### src/rtl/clk_gen_downsampler.sv
// Glitch-free programmable divider for the ring-oscillator clock: period = 2*(ratio+1) cycles.
// Ratio changes are staged and only take effect on a full-period boundary (low phase end).
module clk_gen_downsampler #(
    parameter int          WIDTH       = 8,
    parameter int unsigned RESET_RATIO = 0
) (
    input  logic             clk_i,
    input  logic             reset_i,
    input  logic             en_i,
    input  logic             cfg_valid_i,
    input  logic [WIDTH-1:0] cfg_ratio_i,
    output logic             cfg_ready_o,
    output logic             clk_r_o,
    output logic             tick_o,
    output logic [WIDTH-1:0] ratio_o,
    output logic             busy_o
);

    typedef enum logic [1:0] {IDLE, RUN, PEND} state_t;

    state_t           state;
    logic [WIDTH-1:0] cnt;
    logic [WIDTH-1:0] pend;
    logic             at_top;
    logic             xfer;

    assign cfg_ready_o = !reset_i && (state != PEND);
    assign xfer        = cfg_valid_i && cfg_ready_o;
    assign at_top      = (cnt == ratio_o);
    assign busy_o      = (state != IDLE);

    always_ff @(posedge clk_i or posedge reset_i) begin
        if (reset_i) begin
            state   <= IDLE;
            cnt     <= '0;
            pend    <= '0;
            clk_r_o <= 1'b0;
            tick_o  <= 1'b0;
            ratio_o <= WIDTH'(RESET_RATIO);
        end else begin
            tick_o <= 1'b0;
            case (state)
                IDLE: begin
                    cnt     <= '0;
                    clk_r_o <= 1'b0;
                    if (xfer)
                        ratio_o <= cfg_ratio_i;
                    if (en_i) begin
                        state   <= RUN;
                        clk_r_o <= 1'b1;
                        tick_o  <= 1'b1;
                    end
                end
                RUN, PEND: begin
                    cnt <= cnt + 1'b1;
                    // An offer in the boundary cycle still only goes pending, never shortening this period
                    if (state == RUN && xfer) begin
                        pend  <= cfg_ratio_i;
                        state <= PEND;
                    end
                    if (at_top) begin
                        cnt <= '0;
                        if (clk_r_o) begin
                            clk_r_o <= 1'b0;
                        end else begin
                            if (state == PEND)
                                ratio_o <= pend;
                            if (en_i) begin
                                clk_r_o <= 1'b1;
                                tick_o  <= 1'b1;
                                if (state == PEND)
                                    state <= RUN;
                            end else begin
                                // Stopping: a ratio offered right now commits with the stop
                                state <= IDLE;
                                if (state == RUN && xfer)
                                    ratio_o <= cfg_ratio_i;
                            end
                        end
                    end
                end
                default: state <= IDLE;
            endcase
        end
    end

endmodule

### config.mk
export PLATFORM = sky130hd
export DESIGN_NAME = clk_gen_downsampler
export DESIGN_NICKNAME = d
export VERILOG_FILES = /design/src/rtl/clk_gen_downsampler.sv
export SDC_FILE = /design/constraint.sdc
export NUM_CORES = 1
export LEC_CHECK = 0
export BUFFER_PORTS_ARGS = -buffer_cell sky130_fd_sc_hd__buf_2
export CORE_ASPECT_RATIO = 1.2
export CORE_MARGIN = 1.5
export CORE_UTILIZATION = 45
export DETAILED_ROUTE_END_ITERATION = 8
export SYNTH_ARGS = -nofsm -noshare
export SYNTH_HDL_FRONTEND = slang
export SYNTH_SLANG_ARGS = --single-unit
### constraint.sdc
create_clock -name clk_i -period 2.45 [get_ports clk_i]
set_input_delay 0.245 -clock clk_i [delete_from_list [all_inputs] [get_ports clk_i]]
set_output_delay 0.245 -clock clk_i [all_outputs]
set_load 0.02 [all_outputs]
==> results.ini <==
[placement]
hpwl_um=3530
dp_slack_ns=0.289
portBuffers=23
dp_cells=292
place_congestion=0.801

[clock_tree]
clockBufferDepth=2
cts_tree=built
clock_sinks=28
cts.reportedPaths.clkPinSlew_ns=0.10
cts_inserted_buffers=3
htreeDepth=1
root_buffer=clkbuf_8
post_cts_resized=0
cts_hold_buffers=0
post_cts_buffers=0
insertion_delay_ns=0.29

[timing]
fmax_ghz=0.459
finalSetupViolations=0
hold_viol=0
slew_headroom_pct=64.1
maxSlewViolCount=0
fin_ws_ns=0.270
whs_ns=0.0485
finalClockSkew_ns=0.00372
worst_pin_slew_ns=0.539
fin_crit_sh_pct=89.0
rsz0062_at_grt=no
period_needed_ns=2.18
final.setup.tns_ns=0

[detailed_routing]
route.detailed.drc=0
vias_per_cell=6.00
vias=1775
ant_nets=0
drt_wl_total_um=4950
drtIter0Drc=96
drtPass1Iterations=5
wire_per_inst_um=16.7

[worst_setup_path]
worstReg2RegEnd=clk_r_o
cp.required_ns=2.63
reg2reg_from=state[1]
cp_slowest_cell=ha_1
reg2regPathDepth=6
critPathLaunchType=flop
crit_chain=inv_1 > ha_1 > inv_1 > and3_1 > a31o_2 > a221o_1
reg2reg_setup_slack_ns=0.27
max_stage_delay_ns=0.64
cp_common_cell=inv_1
worstSetupPathType=reg2reg
end_kind=flop
critical_path_buf_inv_count=2
crit_family=adder cells
cp.arrival_ns=2.36
crit_fanout=21
crit_cells=6

[die]
core_area_mm2=0.00423
ios=24
die_w_um=63.2
die_h_um=75.2
rows=26
dieArea_mm2=0.00475
initial_core_util_pct=46.2

[final_layout]
fillerInstances=414
multi_input_area_mm2=0.00117
syn2layout_area_growth_pct=13.4
seq_area_um2=701
finalNonFillerCells=296
n_antenna_cell=0
nets=258
drive_gt1_share_pct=21.7

[yosys]
postSynthAreaPerCell_um2=8.97
yosys-mux-area-fraction_pct=5.63
synth-xor-area-share_pct=4.48
synth-edff-count=0
yosysTopAreaCell=dfrtp_1
synth_compound_area_share_pct=20.5
synth_fp_nets=235
synth_flop_cell=dfrtp_1
synth_top_family_by_area=simple AND/OR/NAND/NOR gates
netlist-cell-type-count=40
syn_area_mm2=0.00196
yosys_warnings=0
synth_seq_area_share_pct=35.8
synth_seq_cells=28
syn_inst=218
synthAdderAreaFrac_pct=3.20
async_reset_ff_share_pct=100
synth.area.top_cells=dfrtp_1 (36%), mux2_2 (4.6%), nand2_1 (4.2%)
synthSimpleGateAreaFrac_pct=25.9
synth_top_area_share_pct=35.8

[pwr]
ir_worst_vdd_mv=0.504
p_leak_nw=0.860
powerDensity_mw_per_mm2=1110

[global_routing]
grt_start_max_net_pins=29
antenna_found_initial=0
grt_pass1_wl_um=8180
grt_pass1_vias=1630
grt-ovfl-total=0
gr-usage-all-layers_pct=21.9

[status]
outcome=finished, final reports clean

[hold_path]
hold_class=in2async

[job]
drv_cap=0

worst min-delay path: cells and delay by family:
kind,cells,cell delay (ns)
buffers and inverters,3,0.52
layer usage:
layer / GRT usage, % / up-vias / share of wire (%)
li1: - / 868 / -
met2: 37.6 / 37 / 49
met1: 30.0 / 861 / 47
met3: 2.24 / 9 / 2.4
met5: 0 / - / 0
met4: 5.80 / 0 / 1.3
area by class of cell:
class | instances | area share (%)
inverter | 7 | 1.19
clock buffer | 4 | 2.48
sequential | 28 | 31.6
multi-input combinational | 167 | 52.7
timing repair buffer | 34 | 8.92
tap | 56 | 3.16
synthesized netlist by cell type (2+ instances only):
cell       instances
o21ai_0            7
ha_1               5
nor3_1             4
nand4bb_1          2
nor4_2             2
o21ai_1            6
or2_2              2
o211ai_1           4
nand4_1            8
clkbuf_1          13
and3b_1            8
dfrtp_1           28
nor4_1             2
xor2_1             8
a211oi_1           8
buf_1              2
o311ai_1           8
mux2_2             8
inv_1              7
xnor2_1            2
nor3b_1           10
nand2_1           22
nand3_1            3
nand2b_1           5
o2111ai_1          8
mux2i_1            2
a21oi_1            6
or4_1              3
nor2_1            13
and3_1             2
cell usage in the layout (no fill, tap or decap), types with 5 or more instances in the layout:
cell type / instances
a211oi_1: 8
a21oi_1: 6
and3b_1: 8
buf_2: 23
buf_4: 11
dfrtp_1: 28
ha_1: 5
inv_1: 7
mux2_2: 8
nand2_1: 22
nand2b_1: 5
nand4_1: 8
nor2_1: 13
nor3b_1: 10
o2111ai_1: 8
o21ai_0: 7
o21ai_1: 6
o311ai_1: 8
xor2_1: 8
through the flow:
stage | utilization (%) | power [W] | instance area, um2
finish | 52.4 | 0.00247 | 2220
global route | 52.4 | 0.00268 | 2220
CTS | 52.4 | 0.00248 | 2220
detailed placement | 51.1 | 0.00217 | 2160
global placement | 51.1 | 0.00215 | 2160
floorplan | - | 0.00178 | 1960
cells by family after synthesis:
kind of cell               Yosys count
adders and majority gates            5
DFF                                 28
buffers and inverters               23
AOI/OAI and AO/OA                   55
and+or+nand+nor                     87
xor gates and xnor gates            10
muxes                               10
how the worst max path moves through the flow:
stage	startpoint	end	slack, ns
2_1_floorplan	ratio_o[5]	state[0]	0.30
3_3_place_gp	cnt[5]	clk_r_o	0.33
3_5_place_dp	state[1]	clk_r_o	0.29
4_1_cts	state[1]	clk_r_o	0.26
5_1_grt	state[0]	clk_r_o	0.05
6_report	state[1]	clk_r_o	0.27
where the power goes:
group / switching (W) / internal, W
sequential: 0.000146 / 0.000609
clock: 0.000161 / 0.000145
combinational: 0.000839 / 0.000571
total: 0.00115 / 0.00132
state kept, by name (all words and copies together), names as in the netlist:
signal and cells:
ratio_o 8, clk_r_o 1, tick_o 1, state 2
pend 8, cnt 8
Note: power is estimated with default switching activity, not from simulation.
